**src/rtl/ram_write_arbiter_pkg.sv**
```systemverilog
// Shared types and constants for the I2S capture to RAM write arbiter.
package ram_write_arbiter_pkg;

    typedef enum logic {CH_LEFT, CH_RIGHT} ch_e;
    typedef logic signed [23:0] sample_t;

    localparam logic [7:0]  TAG_LEFT   = 8'h00;
    localparam logic [7:0]  TAG_RIGHT  = 8'h01;
    localparam int unsigned DROP_CNT_W = 16;
    localparam int unsigned WORD_W     = 32;
    localparam int unsigned TAG_W      = 8;

endpackage

```
**src/rtl/arb_chan_fifo.sv**
```systemverilog
// Per-channel synchronous FIFO; a push into a full FIFO succeeds only if it is popped in the same cycle.
module arb_chan_fifo #(
    parameter int unsigned DEPTH = 4,
    parameter int unsigned W     = 24
) (
    input  logic         clk_i,
    input  logic         rst_ni,
    input  logic         push_i,
    input  logic [W-1:0] data_i,
    input  logic         pop_i,
    output logic [W-1:0] data_c_o,
    output logic         full_c_o,
    output logic         empty_c_o
);

    localparam int unsigned AW = $clog2(DEPTH);

    logic [W-1:0] mem_q [DEPTH];
    logic [AW:0]  wr_ptr_q, wr_ptr_d;
    logic [AW:0]  rd_ptr_q, rd_ptr_d;
    logic         do_push, do_pop;

    // Extra pointer MSB distinguishes full from empty.
    assign empty_c_o = (wr_ptr_q == rd_ptr_q);
    assign full_c_o  = (wr_ptr_q[AW] != rd_ptr_q[AW]) &&
                       (wr_ptr_q[AW-1:0] == rd_ptr_q[AW-1:0]);
    assign data_c_o  = mem_q[rd_ptr_q[AW-1:0]];

    always_comb begin
        do_pop   = pop_i && !empty_c_o;
        do_push  = push_i && (!full_c_o || do_pop);
        wr_ptr_d = wr_ptr_q + (AW+1)'(do_push);
        rd_ptr_d = rd_ptr_q + (AW+1)'(do_pop);
    end

    always_ff @(posedge clk_i or negedge rst_ni) begin
        if (!rst_ni) begin
            wr_ptr_q <= '0;
            rd_ptr_q <= '0;
        end else begin
            wr_ptr_q <= wr_ptr_d;
            rd_ptr_q <= rd_ptr_d;
        end
    end

    always_ff @(posedge clk_i) begin
        if (do_push) begin
            mem_q[wr_ptr_q[AW-1:0]] <= data_i;
        end
    end

endmodule

```
**src/rtl/ram_write_arbiter.sv**
```systemverilog
// Queues stereo capture samples per channel and drains them round-robin as tagged
// 32-bit words through a valid/ready RAM write port, counting overflow drops.
module ram_write_arbiter
    import ram_write_arbiter_pkg::*;
#(
    parameter int unsigned SAMPLE_W   = 24,
    parameter int unsigned FIFO_DEPTH = 4,
    parameter bit          CH_TAG_EN  = 1'b1
) (
    input  logic                  clk_i,
    input  logic                  rst_ni,
    input  logic [1:0]            enable_i,
    input  logic [SAMPLE_W-1:0]   left_i,
    input  logic [SAMPLE_W-1:0]   right_i,
    input  logic                  sample_valid_i,
    output logic [WORD_W-1:0]     write_data_o,
    output logic                  write_valid_o,
    input  logic                  write_ready_i,
    input  logic                  clear_i,
    output logic [DROP_CNT_W-1:0] drop_count_o,
    output logic                  overflow_o,
    output logic                  busy_o
);

    sample_t                 l_sample, r_sample;
    logic                    l_full, l_empty, r_full, r_empty;
    logic                    push_l, push_r, pop_l, pop_r;
    logic                    drop_l, drop_r, load;
    ch_e                     grant;
    ch_e                     last_q, last_d;
    logic                    valid_q, valid_d;
    logic [WORD_W-1:0]       data_q, data_d;
    logic [DROP_CNT_W-1:0]   cnt_q, cnt_d;
    logic                    ovf_q, ovf_d;
    logic [DROP_CNT_W:0]     cnt_sum;
    logic [TAG_W-1:0]        tag_r;

    arb_chan_fifo #(.DEPTH(FIFO_DEPTH), .W(SAMPLE_W)) u_fifo_l (
        .clk_i     (clk_i),
        .rst_ni    (rst_ni),
        .push_i    (push_l),
        .data_i    (left_i),
        .pop_i     (pop_l),
        .data_c_o  (l_sample),
        .full_c_o  (l_full),
        .empty_c_o (l_empty)
    );

    arb_chan_fifo #(.DEPTH(FIFO_DEPTH), .W(SAMPLE_W)) u_fifo_r (
        .clk_i     (clk_i),
        .rst_ni    (rst_ni),
        .push_i    (push_r),
        .data_i    (right_i),
        .pop_i     (pop_r),
        .data_c_o  (r_sample),
        .full_c_o  (r_full),
        .empty_c_o (r_empty)
    );

    // Arbitration, output register reload and drop accounting.
    always_comb begin
        push_l  = sample_valid_i && enable_i[0];
        push_r  = sample_valid_i && enable_i[1];
        pop_l   = 1'b0;
        pop_r   = 1'b0;
        last_d  = last_q;
        valid_d = valid_q;
        data_d  = data_q;
        cnt_d   = cnt_q;
        ovf_d   = ovf_q;
        tag_r   = CH_TAG_EN ? TAG_RIGHT : TAG_LEFT;

        if (!l_empty && !r_empty) begin
            grant = (last_q == CH_LEFT) ? CH_RIGHT : CH_LEFT;
        end else begin
            grant = !l_empty ? CH_LEFT : CH_RIGHT;
        end

        load = !valid_q || write_ready_i;
        if (load) begin
            valid_d = !l_empty || !r_empty;
            if (!l_empty || !r_empty) begin
                last_d = grant;
                if (grant == CH_LEFT) begin
                    pop_l  = 1'b1;
                    data_d = {TAG_LEFT, (WORD_W-TAG_W)'(l_sample)};
                end else begin
                    pop_r  = 1'b1;
                    data_d = {tag_r, (WORD_W-TAG_W)'(r_sample)};
                end
            end
        end

        drop_l  = push_l && l_full && !pop_l;
        drop_r  = push_r && r_full && !pop_r;
        cnt_sum = {1'b0, cnt_q} + (DROP_CNT_W+1)'(drop_l) + (DROP_CNT_W+1)'(drop_r);

        if (clear_i) begin
            cnt_d = '0;
            ovf_d = 1'b0;
        end else begin
            cnt_d = cnt_sum[DROP_CNT_W] ? '1 : cnt_sum[DROP_CNT_W-1:0];
            if (drop_l || drop_r) begin
                ovf_d = 1'b1;
            end
        end
    end

    always_ff @(posedge clk_i or negedge rst_ni) begin
        if (!rst_ni) begin
            last_q  <= CH_RIGHT;
            valid_q <= 1'b0;
            data_q  <= '0;
            cnt_q   <= '0;
            ovf_q   <= 1'b0;
        end else begin
            last_q  <= last_d;
            valid_q <= valid_d;
            data_q  <= data_d;
            cnt_q   <= cnt_d;
            ovf_q   <= ovf_d;
        end
    end

    assign write_data_o  = data_q;
    assign write_valid_o = valid_q;
    assign drop_count_o  = cnt_q;
    assign overflow_o    = ovf_q;
    assign busy_o        = !l_empty || !r_empty || valid_q;

endmodule
```
**config.mk**
```make
export PLATFORM = sky130hd
export DESIGN_NAME = ram_write_arbiter
export DESIGN_NICKNAME = d
export VERILOG_FILES = /design/src/rtl/ram_write_arbiter_pkg.sv /design/src/rtl/arb_chan_fifo.sv /design/src/rtl/ram_write_arbiter.sv
export SDC_FILE = /design/constraint.sdc
export NUM_CORES = 1
export LEC_CHECK = 0
export CAP_MARGIN = 5
export CORE_MARGIN = 1
export CORE_UTILIZATION = 30
export DETAILED_ROUTE_END_ITERATION = 10
export DONT_BUFFER_PORTS = 1
export GPL_TIMING_DRIVEN = 0
export PLACE_DENSITY = 0.46
export SYNTH_ARGS = -nofsm -noshare
export SYNTH_HDL_FRONTEND = slang
export SYNTH_HIERARCHICAL = 1
export SYNTH_SLANG_ARGS = --single-unit
```
**constraint.sdc**
```tcl
create_clock -name clk_i -period 4.6 [get_ports clk_i]
set_input_delay 0.46 -clock clk_i [delete_from_list [all_inputs] [get_ports clk_i]]
set_output_delay 0.46 -clock clk_i [all_outputs]
set_load 0.02 [all_outputs]
```
* Word-level counts from Yosys, hierarchy flattened
Memories as Yosys holds them, arrays and structs flattened.
Index checks and enable logic that the tools add are counted.
** Word-level totals
- Flip-flop bits (word level) :: 63
- Bits in writable memories :: 192
- Input port bits :: 55
- Output and inout bits :: 51
- Memories kept :: 2
** Operators by class
- $add $sub $neg :: 6
- Equality and inequality tests :: 6
- Multiplexer cells :: 18
- Reductions and logical operators :: 28
** Memory list
- u_fifo_l.mem_q :: words 4, width 24, rd ports 1, clocked after memory_dff 0, wr ports 1, line arb_chan_fifo.sv:18 : logic [W-1:0] mem_q [DEPTH];
- u_fifo_r.mem_q :: words 4, width 24, rd ports 1, clocked after memory_dff 0, wr ports 1, line arb_chan_fifo.sv:18
** Operator list (number)
- 16-bit 2-to-1 mux :: 2
- 25-bit 2-to-1 mux :: 1
- 16-bit by 1-bit adder with 17-bit output :: 1
- 17-bit by 1-bit adder with 17-bit output :: 1
- 1-bit 2-to-1 mux :: 15
- 1-bit logical AND :: 13
- 3-bit by 1-bit adder with 3-bit output :: 4
- 1-bit logical NOT :: 7
- 3-bit == test :: 2
- 1-bit logical OR :: 6
- 2-bit == test :: 2
- 1-bit != test :: 2
- 2-bit AND reduction :: 1
- 2-bit nonzero test :: 1

* Logic depth before layout (Yosys ltp)
- Depth after elaboration :: 13
- Depth in mapped cells :: 14
- Gate-level depth less buffers :: 12

* Cells and area by module
Netlist, hierarchy kept.
** Modules (own cells, without submodules)
- arb_chan_fifo :: instances 2, cells each 151, area each 3814.9 um2
- ram_write_arbiter :: instances 1, cells each 217, area each 2198.4 um2

* Least setup slack after synthesis
OpenSTA, ideal clock, no wires.
- Kind :: register to register
- Start point :: register u_fifo_l.rd_ptr_q[2]
- End point :: memory u_fifo_r.mem_q[2][0], enable pin
- Arrival :: 3.580 ns
- Slack :: 0.580 ns
- Cell stages (with the launch flop) :: 8
- Path buffers :: 1
- Period minus slack after synthesis :: 4.020 ns
- Path through :: dfrtp_1 xnor2_1 nor3b_1 o21bai_1 buf_2 and3_1 o41ai_4 nor3b_1
** On the way
- Cells in the longest elaborated chain, start to end :: 12
- Elaborated cells on any way between the ends :: 14
** Ends and longest elaborated chain
- start: declaration :: line arb_chan_fifo.sv:20 : logic [AW:0] rd_ptr_q, rd_ptr_d;
- start signal: assignment :: line arb_chan_fifo.sv:42 : rd_ptr_q <= rd_ptr_d;
- 3-bit == test (*) :: line arb_chan_fifo.sv:24 : assign empty_c_o = (wr_ptr_q == rd_ptr_q);
- via l_empty :: line ram_write_arbiter.sv:26 : logic l_full, l_empty, r_full, r_empty;
- 1-bit logical NOT :: line ram_write_arbiter.sv:73, ram_write_arbiter.sv:82
- 1-bit logical AND :: line ram_write_arbiter.sv:73 : if (!l_empty && !r_empty) begin
- 1-bit 2-to-1 mux :: line ram_write_arbiter.sv:73
- 1-bit 2-to-1 mux :: line ram_write_arbiter.sv:84 : if (grant == CH_LEFT) begin
- 1-bit 2-to-1 mux (*) :: line ram_write_arbiter.sv:82 : if (!l_empty || !r_empty) begin
- 1-bit 2-to-1 mux (*) :: line ram_write_arbiter.sv:80 : if (load) begin
- via pop_r :: line ram_write_arbiter.sv:27 : logic push_l, push_r, pop_l, pop_r;
- 1-bit logical AND (*) :: line arb_chan_fifo.sv:30 : do_pop = pop_i && !empty_c_o;
- 1-bit logical OR (*) :: line arb_chan_fifo.sv:31 : do_push = push_i && (!full_c_o || do_pop);
- 1-bit logical AND (*) :: line arb_chan_fifo.sv:31
- 1-bit 2-to-1 mux (*) :: line arb_chan_fifo.sv:47 : if (do_push) begin
- 1-bit 2-to-1 mux (not written as such) (*) :: line arb_chan_fifo.sv:48 : mem_q[wr_ptr_q[AW-1:0]] <= data_i;
- end: declaration :: line arb_chan_fifo.sv:18
The timed path passes the listed nets; every way through them passes the cells marked *.

* Worst setup path in the final report
- Start point :: register u_fifo_r.rd_ptr_q[2]
- End point :: register cnt_q[12] (netlist: drop_count_o[12])
** On the way
- Elaborated cells on any way between the ends :: 22
** RTL lines
- start: declaration :: line arb_chan_fifo.sv:20
- start signal: assignment :: line arb_chan_fifo.sv:42
- 3-bit == test (*) :: line arb_chan_fifo.sv:24
- via r_empty :: line ram_write_arbiter.sv:26
- 1-bit logical NOT (*) :: line ram_write_arbiter.sv:73, ram_write_arbiter.sv:82
- 1-bit logical AND :: line ram_write_arbiter.sv:73
- 1-bit 2-to-1 mux :: line ram_write_arbiter.sv:73
- 1-bit 2-to-1 mux :: line ram_write_arbiter.sv:84
- 1-bit 2-to-1 mux (*) :: line ram_write_arbiter.sv:82
- 1-bit 2-to-1 mux (*) :: line ram_write_arbiter.sv:80
- via pop_r :: line ram_write_arbiter.sv:27
- 1-bit logical NOT (*) :: line ram_write_arbiter.sv:95 : drop_r = push_r && r_full && !pop_r;
- 1-bit logical AND (*) :: line ram_write_arbiter.sv:95
- 17-bit by 1-bit adder with 17-bit output (*) :: line ram_write_arbiter.sv:96 : cnt_sum = {1'b0, cnt_q} + (DROP_CNT_W+1)'(drop_l) + (DROP_CNT_W+1)'(drop_r);
- 16-bit 2-to-1 mux (*) :: line ram_write_arbiter.sv:102 : cnt_d = cnt_sum[DROP_CNT_W] ? '1 : cnt_sum[DROP_CNT_W-1:0];
- 16-bit 2-to-1 mux (*) :: line ram_write_arbiter.sv:98 : if (clear_i) begin
- via cnt_d[12] :: line ram_write_arbiter.sv:33 : logic [DROP_CNT_W-1:0] cnt_q, cnt_d;
- end signal: assignment :: line ram_write_arbiter.sv:120 : cnt_q <= cnt_d;
- end: declaration :: line ram_write_arbiter.sv:33
Marked as above.
A chain may end at the register's enable or synchronous reset.

==> results.yml <==
route:
  via_per_inst: 4.54
  drc_errors: 0
  post_drt_wl_per_cell_um: 19.4
  firstDrtPassIters: 4
  routed_wl_mm: 20.8
  dr.first_iter.drc_count: 243
  vias: 4854
  final_antenna_net_count: 0
grt:
  grt_first_pass_wirelength_mm: 31.7
  grt_overflow: 0
  grt_pass1_vias: 5246
  grt_max_degree: 57
  antenna_found_initial: 1
  track_usage_pct: 12.7
hold_path:
  hold_class: "primary input to flop"
timing:
  tightest_slew_ns: 0.848
  setup_ws_ns: 0.673
  slew_viol_final: 0
  setup_viol: 0
  min_period_over_period_pct: 85.4
  report.final.hold_viol_count: 0
  fin_skew_ns: 0.0181
  max_slew_margin_pct: 43.4
  rsz0062_at_grt: "false"
  max_freq_mhz: 255
  period_needed_ns: 3.93
synthesis:
  yosysTopAreaCellShare_pct: 58.7
  synth_top_area_cell: "edfxtp_1"
  yosysUniqueCellTypes: 47
  netlist_instances: 519
  avgSynthCellArea_um2: 18.9
  synth-seq-area-share_pct: 72.9
  synth-edff-count: 192
  ys_ff_latch: 248
  synth_ff_type: "edfxtp_1"
  ys_top_cells_by_area: "edfxtp_1 (59%), dfrtp_1 (14%), mux4_2 (11%)"
  netlist_area_um2: 9830
  synth-async-reset-ratio_pct: 22.6
  yosysWarnings: 6
setup_path:
  start_kind: "flop"
  crit_fanout: 8
  worst_setup_path_end_kind: "flop"
  critical_path_arrival_ns: 4.35
  worst-setup-path-type: "flop to flop"
  required_ns: 5.03
floorplan:
  die_area_um2: 33500
  die_w_um: 183
  core_area_um2: 31900
  ios: 106
  placementRows: 65
  dieHeight_um: 183
  start_util_pct: 30.8
power_and_ir_drop:
  p_leak_nw: 4.18
  irDropWorstVdd_mv: 0.415
  p_per_area_nw_per_um2: 617
clock_tree:
  cts_setup_buffers: 0
  cts_hold_buf: 43
  clock-sinks: 248
  htree_num_levels: 1
  path_clk_slew_ns: 0.06
  cts-root-buf: "clkbuf_16"
  tritoncts: "yes"
  cts.repair.resized: 0
  clock_latency_ns: 0.54
  clk_path_buf_depth: 3
  numCtsBuffers: 27
cells_and_area:
  final_nets: 677
  fillCellCount: 2993
  final_cells: 1069
  drive_gt1_share_pct: 24.0
  multi_input_area_um2: 2480
  area_delta_synth_final_pct: 21.9
  seq_area_um2: 7170
outcome:
  run_status: "completed"
placement:
  placedCellCount: 975
  gp_congestion: 0.793
  port_buffers: 0
  dp_slack_ns: 0.705
  hpwlAfterDp_mm: 14.5
job:
  drv_cap: 0
[final cells by class]
type,count,area share [%]
Antenna cell,1,0.0209
Buffer,30,1.80
Clock buffer,40,6.64
Clock inverter,10,1.07
Inverter,8,0.251
Multi-Input combinational cell,239,20.7
Sequential cell,248,59.8
Tap cell,435,4.54
Timing Repair Buffer,58,5.15
[placed cells by master (no fill, tap or decap), drive strengths merged, types with 13 or more instances in the layout]
cell           n
clkbuf        46
nand2         31
o21ai         24
edfxtp       192
buf           40
mux4          48
xor2          13
dfrtp         55
mux2i         24
dlygate4sd3   42
[per-stage QoR]
step | hold WS, ns | TNS, ns | instance area [um^2] | util, % | total power, W
floorplan | 0.164 | 0 | 9850 | - | 0.00462
global placement | 0.167 | -157.78 | 10400 | 32.6 | 0.00517
detailed placement | 0.167 | 0 | 10600 | 33.3 | 0.00528
CTS | 0.00121 | 0 | 12000 | 37.6 | 0.00754
global route | 0.00512 | 0 | 12000 | 37.6 | 0.00778
finish | 0.0250 | 0 | 12000 | 37.6 | 0.00739
[registers in the layout, summed over array words and instances (netlist names), 3 cells and up]
name,count
u_fifo_l/mem_q,96
u_fifo_r/mem_q,96
write_data_o,25
drop_count_o,16
u_fifo_l/rd_ptr_q,3
u_fifo_l/wr_ptr_q,3
u_fifo_r/rd_ptr_q,3
u_fifo_r/wr_ptr_q,3
[synthesized netlist by cell type (2+ instances only)]
library cell    n
nand2b_1        2
a31oi_1         4
nand3_1         5
nor3b_1         6
nor2b_1         4
dfrtp_1        55
inv_1           8
mux2i_1        24
mux4_2         48
clkbuf_1        6
o41ai_4         2
and2_1          4
a211oi_1        2
nand4_1         6
buf_2           7
and4_1          3
ha_1            9
nor3_1          5
nor2_1          7
o21ai_0        24
xor2_2          4
a21oi_1        11
edfxtp_1      192
nand2_1        31
a311oi_1        2
or2_2           2
buf_6           9
xnor2_1         4
buf_4           7
xor2_1          9
[layer usage]
metal	GRT usage, %	wire (um)	vias to the layer above
li1	-	-	2231
met3	3.99	1680	31
met2	23.1	10800	133
met5	0	0	-
met4	3.23	374	0
met1	14.5	7910	2459
[power breakdown]
group          internal (W)  switching (W)  total, W
sequential          0.00282       0.000384   0.00321
clock               0.00132       0.000859   0.00218
combinational      0.000938        0.00107   0.00201
total               0.00508        0.00231   0.00739
[logic make-up (layout without fill, tap and decap cells)]
kind of cell / Yosys count / after routing / synth area share (%)
compound gates: 50 / 50 / 3.35
xor+xnor: 17 / 17 / 1.82
fa+ha+maj: 10 / 10 / 1.35
buf+inv: 38 / 146 / 2.50
flops: 248 / 248 / 72.9
mux: 72 / 72 / 13.4
other cells: 1 / 8 / 0.0382
simple gates: 83 / 83 / 4.57
[worst paths after layout]
check	startpoint	end	slack [ns]	cells past startpoint
min in group asynchronous	rst_ni	write_valid_o	0.51	2
worst min register to register	u_fifo_r/rd_ptr_q[2]	u_fifo_r/rd_ptr_q[2]	0.49	1
max in group asynchronous	rst_ni	last_q	3.81	2
worst max-delay path	u_fifo_r/rd_ptr_q[2]	drop_count_o[12]	0.67	13
worst min-delay path	left_i[2]	u_fifo_l/mem_q[3][2]	0.03	0
worst max register to register	u_fifo_r/rd_ptr_q[2]	drop_count_o[12]	0.67	13
[critical path, cell delays in order, from the launching register on]
cell and delay [ns]:
dfrtp_1 0.40, xnor2_1 0.35, nor3b_1 0.50, o21bai_1 0.10, buf_2 0.20, and3_1 0.21, nand3b_1 0.23, fa_1 0.46
inv_1 0.10, ha_1 0.22, nand4_1 0.22, nor3_1 0.42, a31oi_1 0.14, a311oi_1 0.27
No activity file was read; power rests on OpenSTA's default activity.
